===== src/rtl/host_game_ctrl.sv =====
// Host-side hangman sequencer: collects the secret word, scores radio guesses,
// and drives the host display status lines.
module host_game_ctrl #(
    parameter int unsigned MAX_MISS = 6,
    parameter int unsigned END_HOLD = 100
) (
    input  logic        clk,
    input  logic        nRst,
    input  logic        key_valid,
    input  logic [7:0]  key_letter,
    input  logic        key_submit,
    input  logic        rx_valid,
    input  logic [7:0]  rx_letter,
    input  logic        restart,
    output logic        ready,
    output logic [7:0]  setLetter,
    output logic [39:0] temp_word,
    output logic        toggle_state,
    output logic [7:0]  letter,
    output logic [4:0]  indexCorrect,
    output logic [2:0]  correct,
    output logic [2:0]  incorrect,
    output logic        mistake,
    output logic        dup,
    output logic        gameEnd_host
);

    localparam logic [7:0]  Blank     = 8'h5F;
    localparam logic [39:0] BlankWord = {5{Blank}};
    localparam int unsigned HoldW     = (END_HOLD > 1) ? $clog2(END_HOLD) : 1;
    localparam logic [HoldW-1:0] HoldLast = HoldW'(END_HOLD - 1);
    localparam logic [2:0]  MissLimit = 3'(MAX_MISS);

    typedef enum logic [2:0] {StSetup, StPlay, StCheck, StWin, StLose} state_e;

    state_e           state;
    logic [2:0]       key_cnt;
    logic [4:0]       revealed;
    logic [25:0]      guessed;
    logic [HoldW-1:0] hold_cnt;

    logic [7:0] key_up, rx_up, guess_off;
    logic       key_ok, rx_ok, already, end_round;
    logic [4:0] match;
    logic [2:0] gain, new_correct, new_incorrect;

    // Fold lowercase ASCII to uppercase; other values pass unchanged.
    function automatic logic [7:0] fold(input logic [7:0] c);
        return (c >= 8'h61 && c <= 8'h7A) ? (c & 8'hDF) : c;
    endfunction

    function automatic logic is_letter(input logic [7:0] c);
        return (c >= 8'h41) && (c <= 8'h5A);
    endfunction

    // Letter validation and scoring of the guess held in `letter`.
    always_comb begin
        key_up        = fold(key_letter);
        key_ok        = is_letter(key_up);
        rx_up         = fold(rx_letter);
        rx_ok         = is_letter(rx_up);
        guess_off     = letter - 8'h41;
        already       = guessed[guess_off[4:0]];
        gain          = '0;
        match         = '0;
        for (int i = 0; i < 5; i++) begin
            match[i] = (temp_word[i*8 +: 8] == letter);
            if (match[i] && !revealed[i]) begin
                gain = gain + 3'd1;
            end
        end
        new_correct   = correct + gain;
        new_incorrect = incorrect + 3'd1;
        // Restart wins over everything, including a pending CHECK result.
        end_round     = restart ||
                        (((state == StWin) || (state == StLose)) && (hold_cnt == HoldLast));
    end

    // Game FSM with registered outputs; pulses default low every cycle.
    always_ff @(posedge clk or negedge nRst) begin
        if (!nRst) begin
            state        <= StSetup;
            key_cnt      <= '0;
            revealed     <= '0;
            guessed      <= '0;
            hold_cnt     <= '0;
            ready        <= 1'b0;
            setLetter    <= Blank;
            temp_word    <= BlankWord;
            toggle_state <= 1'b0;
            letter       <= Blank;
            indexCorrect <= '0;
            correct      <= '0;
            incorrect    <= '0;
            mistake      <= 1'b0;
            dup          <= 1'b0;
            gameEnd_host <= 1'b0;
        end else begin
            toggle_state <= 1'b0;
            dup          <= 1'b0;
            gameEnd_host <= 1'b0;
            if (end_round) begin
                gameEnd_host <= 1'b1;
                state        <= StSetup;
                key_cnt      <= '0;
                revealed     <= '0;
                guessed      <= '0;
                hold_cnt     <= '0;
                ready        <= 1'b0;
                setLetter    <= Blank;
                temp_word    <= BlankWord;
                letter       <= Blank;
                indexCorrect <= '0;
                correct      <= '0;
                incorrect    <= '0;
                mistake      <= 1'b0;
            end else begin
                unique case (state)
                    StSetup: begin
                        if (key_valid && key_ok && (key_cnt != 3'd5)) begin
                            unique case (key_cnt)
                                3'd0:    temp_word[39:32] <= key_up;
                                3'd1:    temp_word[31:24] <= key_up;
                                3'd2:    temp_word[23:16] <= key_up;
                                3'd3:    temp_word[15:8]  <= key_up;
                                default: temp_word[7:0]   <= key_up;
                            endcase
                            setLetter <= key_up;
                            key_cnt   <= key_cnt + 3'd1;
                        end
                        if (key_submit && (key_cnt == 3'd5)) begin
                            toggle_state <= 1'b1;
                            ready        <= 1'b1;
                            state        <= StPlay;
                        end
                    end
                    StPlay: begin
                        if (rx_valid && rx_ok) begin
                            letter <= rx_up;
                            ready  <= 1'b0;
                            state  <= StCheck;
                        end
                    end
                    StCheck: begin
                        if (already) begin
                            indexCorrect <= '0;
                            mistake      <= 1'b0;
                            dup          <= 1'b1;
                            ready        <= 1'b1;
                            state        <= StPlay;
                        end else begin
                            guessed[guess_off[4:0]] <= 1'b1;
                            indexCorrect            <= match;
                            if (|match) begin
                                mistake  <= 1'b0;
                                correct  <= new_correct;
                                revealed <= revealed | match;
                            end else begin
                                mistake   <= 1'b1;
                                incorrect <= new_incorrect;
                            end
                            hold_cnt <= '0;
                            if ((|match) && (new_correct == 3'd5)) begin
                                state <= StWin;
                            end else if (!(|match) && (new_incorrect == MissLimit)) begin
                                state <= StLose;
                            end else begin
                                ready <= 1'b1;
                                state <= StPlay;
                            end
                        end
                    end
                    StWin, StLose: begin
                        hold_cnt <= hold_cnt + 1'b1;
                    end
                    default: state <= StSetup;
                endcase
            end
        end
    end

endmodule


===== config.mk =====
export PLATFORM = sky130hd
export DESIGN_NAME = host_game_ctrl
export DESIGN_NICKNAME = d
export VERILOG_FILES = /design/src/rtl/host_game_ctrl.sv
export SDC_FILE = /design/constraint.sdc
export NUM_CORES = 1
export LEC_CHECK = 0
export BUFFER_PORTS_ARGS = -buffer_cell sky130_fd_sc_hd__buf_2
export CAP_MARGIN = 10
export CORE_MARGIN = 5
export CORE_UTILIZATION = 45
export CTS_CLUSTER_DIAMETER = 80
export CTS_CLUSTER_SIZE = 8
export DETAILED_ROUTE_END_ITERATION = 12
export PLACE_DENSITY = 0.68
export SETUP_SLACK_MARGIN = 0.3
export SYNTH_ARGS = -nofsm -noshare
export SYNTH_HDL_FRONTEND = slang
export SYNTH_SLANG_ARGS = --single-unit

===== constraint.sdc =====
create_clock -name clk -period 4.36 [get_ports clk]
set_clock_uncertainty 0.2 [all_clocks]
set_input_delay 0.436 -clock clk [delete_from_list [all_inputs] [get_ports clk]]
set_output_delay 0.436 -clock clk [all_outputs]
set_load 0.02 [all_outputs]

==> out/summary.txt, run 1 <==
status: complete, but fails checks
failing checks: hold timing
flops & latches, synth: 116
minimum clock period: 4.32 ns
clock root cell: clkbuf_16
CP endpoint: ready
Fin. Hold Viols: 15
Worst R2R Setup Slack: 0.04 ns
Async SR Flop Fraction: 100%
CORE AREA: 0.0132 mm2
top post-synthesis cells by area: dfrtp_1 (31%), dfstp_2 (18%), xor2_1 (4.2%)
Final Cycle Share: 99.1%
CTS tree: yes
antenna violations before repair: 0
H-tree depth: 4
Pwr Total: 3.08 mW
clk buf depth: 2
startpoint types: flop
Mapped Cells: 581
unrepaired setup endpoints after global routing: yes
data required time of the worst path: 4.45 ns
per-cell routed wire length: 18.1 um
Register-to-Register Path Depth: 17
Rel. slew slack: 34.0%
top cell type's share of synthesized area: 30.7%
Hold WS: -0.0140 ns
area grow syn2layout: 26.8%
dominant synthesized flop cell: dfrtp_1
Synth Area in Adders: 3.86%
xor and xnor area share after synthesis: 7.93%
Diodes inserted: 0
Vias/cell: 5.47
setup violators final: 0
WP data arrival: 4.41 ns
Flop pwr share: 37.4%
distinct cell type count after synthesis: 61
area of the die: 0.0158 mm2
initial core utilization: 45.7%
vias in the first global route: 5108
clk_lat worst skew: 0.41 ns
via count: 4879
input/output buffers: 91
Iteration-0 DRC Markers: 371
gr usage total: 21.2%
start point of the critical path: letter[4]
met3 usage: 4.91%
post-synthesis mux area share: 7.35%
max frequency: 232 MHz
Boundary Pins: 94
Avg Inst Size Synth: 10.4 um2
DR pass1 iterations: 5
Die W: 126 um
Pleak: 3.53 nW
Worst-Margin Slew: 0.989 ns
Final nets: 743
max_cap viols: 0
syn_nets: 621
total net switching power: 823 uW
first-pass GRT wire length: 26700 um
Rows: 42
Detailed Place HPWL: 11700 um
clock buffer count from CTS: 17
EDFF count, synth: 0
Clock transition at path regs: 0.05 ns
Fillers: 1093
fraction of layout cells with a size suffix above 1: 35.9%
HP Class: in -> async
simple-gate area share of the yosys netlist: 17.3%
WL final: 16200 um
busiest grt layer: met2
critical setup path kind: reg -> reg
part of the Yosys area used for sequential elements: 49.0%
area fraction in compound gates after synthesis: 10.7%
met2 Use GR: 33.7%
internal cell power: 2.26 mW
R2R Path Start: letter[4]
PD cells: 403 mW/mm2
FF-to-FF End: ready
Gate power share: 17.1%
sw frac: 26.7%
Residual DRC: 0
Placer Congestion: 0.896
crit end category: flop
GRT overflow: 0
largest net degree at the start of global routing: 79
Ys Warns: 0
CTS sink cnt: 116
largest family of logic cells by synthesized area: simple AND/OR/NAND/NOR gates
clock power share: 45.5%
Post-Syn Area: 0.00603 mm2
Final ANT Viol Nets: 0
worst-path fanout max: 4
max-slew violations: 0
Synth area leader: dfrtp_1
Max rail drop VDD: 0.302 mV
met1 Use GR: 28.8%
height of the die: 126 um
[area by class of cell]
class	count	area (um2)	share of cell area (%)
multi-input cells	410	2990	39.2
well taps	176	220	2.88
clock inverters	12	135	1.77
repair buffers	135	796	10.4
inverters	23	86.3	1.13
flip-flops and latches	116	2960	38.7
clock buffers	20	457	5.98
[cells in the mapped netlist, drive strengths merged, types with 6 or more instances]
library cell,instances
nor4,8
nand2b,8
mux2,14
and2,13
dfrtp,74
nand3,19
buf,16
nand4,8
inv,22
mux4,6
clkbuf,16
a31oi,11
a21oi,23
xnor2,23
nand2,55
dfstp,42
nor2,50
o21ai,8
mux2i,15
xor2,29
ha,17
nor3,22
o21a,19
[power by group through the flow]
stage | Combinational, mW | Clock (mW) | Sequential, mW
5_1_grt | 0.579 | 1.47 | 1.16
2_1_floorplan | 0.281 | 0 | 1.19
3_5_place_dp | 0.484 | 0 | 1.17
6_report | 0.528 | 1.40 | 1.15
4_1_cts | 0.508 | 1.42 | 1.15
3_3_place_gp | 0.465 | 0 | 1.17
[metrics by stage]
stage | setup TNS [ns] | worst slack, ns | cell area (um2) | utilization [%] | std cells
after floorplan | -0.130 | -0.0794 | 6090 | - | 581
after global placement | 0 | 0.00971 | 6890 | 52.2 | 851
after detailed placement | -0.280 | -0.129 | 6890 | 52.2 | 851
after CTS | -0.146 | -0.0697 | 7560 | 57.3 | 888
after global routing | -0.351 | -0.148 | 7640 | 57.9 | 892
final | 0 | 0.0409 | 7640 | 57.9 | 892
[cells in the final DEF (no fill, tap or decap), drive strengths merged, types with 14 or more instances in the layout]
master	count
o21a	19
mux2i	15
nor3	22
nor2	50
ha	17
a21oi	23
nand2	55
mux2	14
nand3	19
xor2	29
dfstp	42
inv	22
dfrtp	74
buf	135
xnor2	23
clkbuf	20
[flip-flops by register name, summed over array words and instances (netlist names), 5 cells and up]
register	flops
setLetter	8
temp_word	40
guessed	26
letter	8
hold_cnt	7
revealed	5
indexCorrect	5
[logic make-up (layout without fill, tap and decap cells)]
group,count (synthesis),in the layout
buffers and inverters,55,190
flip-flops,116,116
XOR/XNOR,53,53
multiplexers,35,35
AND/OR/NAND/NOR,210,210
adder cells (fa/ha/maj),18,18
AO/OA/AOI/OAI,94,94
[timing repair]
action	4_1_cts	5_1_grt
cloned	0	0
setup buffers	5	4
endpoints found under the setup margin	3	14
hold endpoints to repair	0	0
hold buffers	0	0
pin swaps	10	13
resized for setup	8	10
[worst min-delay path by stage]
stage | depth (start not counted) | slack (ns) | to
after floorplan | 0 | -0.06 | correct[0]
after global placement | 1 | 0.26 | revealed[2]
after detailed placement | 1 | 0.27 | setLetter[7]
after CTS | 1 | 0.01 | guessed[4]
after global routing | 1 | 0.07 | guessed[4]
final | 1 | -0.01 | guessed[4]
[per-layer routing]
metal / part of all wire [%] / vias up
met3: 5.0 / 26
met1: 44 / 2435
li1: - / 2267
met4: 1.9 / 0
met5: 0 / -
met2: 49 / 151
[critical path, cell delays in order, from the launching register on]
cell and delay (ns):
dfstp_2 0.59, xor2_2 0.09, nor4_2 0.31, nand2_1 0.16, nor2_4 0.15, ha_4 0.22, xnor2_2 0.14, inv_1 0.07
ha_1 0.27, mux2_4 0.29, ha_4 0.21, mux2_4 0.26, fa_2 0.35, xor2_1 0.16, xnor2_1 0.14, xnor3_2 0.27
nand4b_4 0.11, a22o_1 0.21
Power figures use the tool's default switching activity.
==> run 2: changes to the inputs <==
--- a/config.mk
+++ b/config.mk
@@ -12,6 +12,7 @@
 export CTS_CLUSTER_DIAMETER = 80
 export CTS_CLUSTER_SIZE = 8
 export DETAILED_ROUTE_END_ITERATION = 12
+export MAX_ROUTING_LAYER = met4
 export PLACE_DENSITY = 0.68
 export SETUP_SLACK_MARGIN = 0.3
 export SYNTH_ARGS = -nofsm -noshare
==> run 2 against run 1 <==
  * The run ends with setup timing left
  * Critical path depth up 1
  * Via count down 1.8%
  * Sequential power about the same
  * Maximum frequency down 1.9%
  * Setup slack worse by 0.082 ns
  * First-iteration DRC count up 21%
  * Final cell count down 0.22%
  * Largest power group unchanged
==> out/summary.txt, run 2 (synthesis gave the netlist of run 1 again) <==
WP data arrival: 4.50 ns
startpoint types: flop
Die W: 126 um
first-pass GRT wire length: 26200 um
Final Cycle Share: 101%
GRT overflow: 0
clk_lat worst skew: 0.41 ns
Boundary Pins: 94
Clock transition at path regs: 0.06 ns
Residual DRC: 0
height of the die: 126 um
Max rail drop VDD: 0.259 mV
clock root cell: clkbuf_16
Largest register FFs: 40
Fillers: 1107
Placer Congestion: 0.912
DR pass1 iterations: 4
Pleak: 3.48 nW
CORE AREA: 0.0132 mm2
CTS sink cnt: 116
PD cells: 390 mW/mm2
status: complete, but fails checks
via count: 4791
Worst-Margin Slew: 0.931 ns
placed cell area: 0.00689 mm2
Largest regs: temp_word (40), guessed (26)
gr usage total: 21.5%
most common cell after layout, fill and taps aside: buf_2
Worst Slack Setup Final: -0.0410 ns
Iteration-0 DRC Markers: 448
most frequent cells in the layout: buf_2 (90), dfrtp_1 (74), nand2_1 (55), nor2_1 (49), dfstp_2 (42)
largest net degree at the start of global routing: 76
Pwr Total: 2.95 mW
max_cap viols: 0
Place WS: -0.0625 ns
Detailed Place HPWL: 11600 um
per-cell routed wire length: 17.7 um
WL final: 15800 um
Rows: 42
area of the multi-input gates: 0.00296 mm2
failing checks: setup timing
vias in the first global route: 4936
Diodes inserted: 0
Final ANT Viol Nets: 0
crit end category: flop
CTS tree: yes
clock buffer count from CTS: 17
input/output buffers: 91
H-tree depth: 4
Fin. Hold Viols: 0
max frequency: 227 MHz
Rel. slew slack: 37.9%
Final Instance Area: 0.00756 mm2
Final nets: 741
max-slew violations: 0
fraction of layout cells with a size suffix above 1: 34.3%
Vias/cell: 5.38
clk buf depth: 2
unrepaired setup endpoints after global routing: yes
antenna violations before repair: 0
data required time of the worst path: 4.46 ns
worst-path fanout max: 2
FF/Latch Area: 0.00296 mm2
setup violators final: 3
minimum clock period: 4.40 ns
HP Class: in -> reg
initial core utilization: 45.7%
Reg with most FFs: temp_word
area of the die: 0.0158 mm2
critical setup path kind: reg -> reg
area grow syn2layout: 25.5%
==> run 2: changes by cell type in the layout (fill, tap and decap cells not counted), moves of 2 or more <==
| cell | before | now |
|---|---|---|
| buf_4 | 43 | 39 |
| bufinv_16 | 3 | 1 |
| clkbuf_1 | 1 | 6 |
| clkbuf_8 | 2 | 4 |
| clkinv_2 | 9 | 4 |
==> run 2: path summary, 6_finish.rpt <==
path,slack (ns),cells past startpoint,from,endpoint
setup / recovery,-0.04,18,letter[0],ready
hold / removal,0.10,3,key_letter[1],setLetter[1]
min in group asynchronous,0.51,2,nRst,guessed[4]
hold reg to reg,0.28,1,setLetter[5],setLetter[5]
max in group asynchronous,2.53,3,nRst,mistake
setup reg to reg,-0.04,18,letter[0],ready
==> run 2: final cells by class <==
cell class                 instances  area share (%)
clock inverter                     5           0.662
inverter                          23            1.14
tap                              176            2.91
sequential                       116            39.1
timing repair buffer             133            10.4
clock buffer                      27            6.65
multi-input combinational        410            39.2
==> run 2: power by group <==
part | internal [mW] | switching, mW | total, mW | leakage (nW)
clock network | 0.839 | 0.459 | 1.30 | 0.275
registers | 1.12 | 0.0309 | 1.15 | 1.47
logic | 0.207 | 0.295 | 0.503 | 1.74
total | 2.17 | 0.785 | 2.95 | 3.48
==> run 2: layer usage <==
layer | GRT usage, % | share of wire [%] | vias up
li1 | - | - | 2266
met1 | 28.0 | 44 | 2388
met2 | 33.8 | 49 | 114
met3 | 4.06 | 4.2 | 23
met4 | 7.91 | 2.4 | 0
met5 | - | 0 | -
==> run 2: critical path: stages (launching register included) <==
cell	delay [ns]
dfstp_2	0.54
buf_6	0.10
xor2_2	0.07
nor4_2	0.33
nand3_1	0.17
inv_2	0.10
ha_4	0.21
xnor2_2	0.16
inv_1	0.06
ha_1	0.27
mux2_4	0.28
ha_4	0.21
mux2_4	0.26
fa_2	0.33
xor2_1	0.19
xnor2_1	0.24
xnor3_1	0.25
nand4b_4	0.12
a22o_1	0.19
==> run 2: through the flow <==
step	std cells	TNS (ns)	utilization [%]	hold slack, ns
global placement	851	-0.00432	52.2	0.263
detailed placement	851	-0.125	52.2	0.270
finish	890	-0.0529	57.4	0.102
floorplan	581	-0.130	-	-0.0596
CTS	890	0	57.2	0.0790
global route	890	-0.395	57.4	0.0999
==> run 2: repair_timing <==
action / 4_1_cts / 5_1_grt
endpoints found under the setup margin: 3 / 15
endpoints found under the hold margin: 15 / 0
resized for setup: 9 / 5
setup buffers: 6 / 0
hold buffers: 1 / 0
pin swaps: 8 / 1
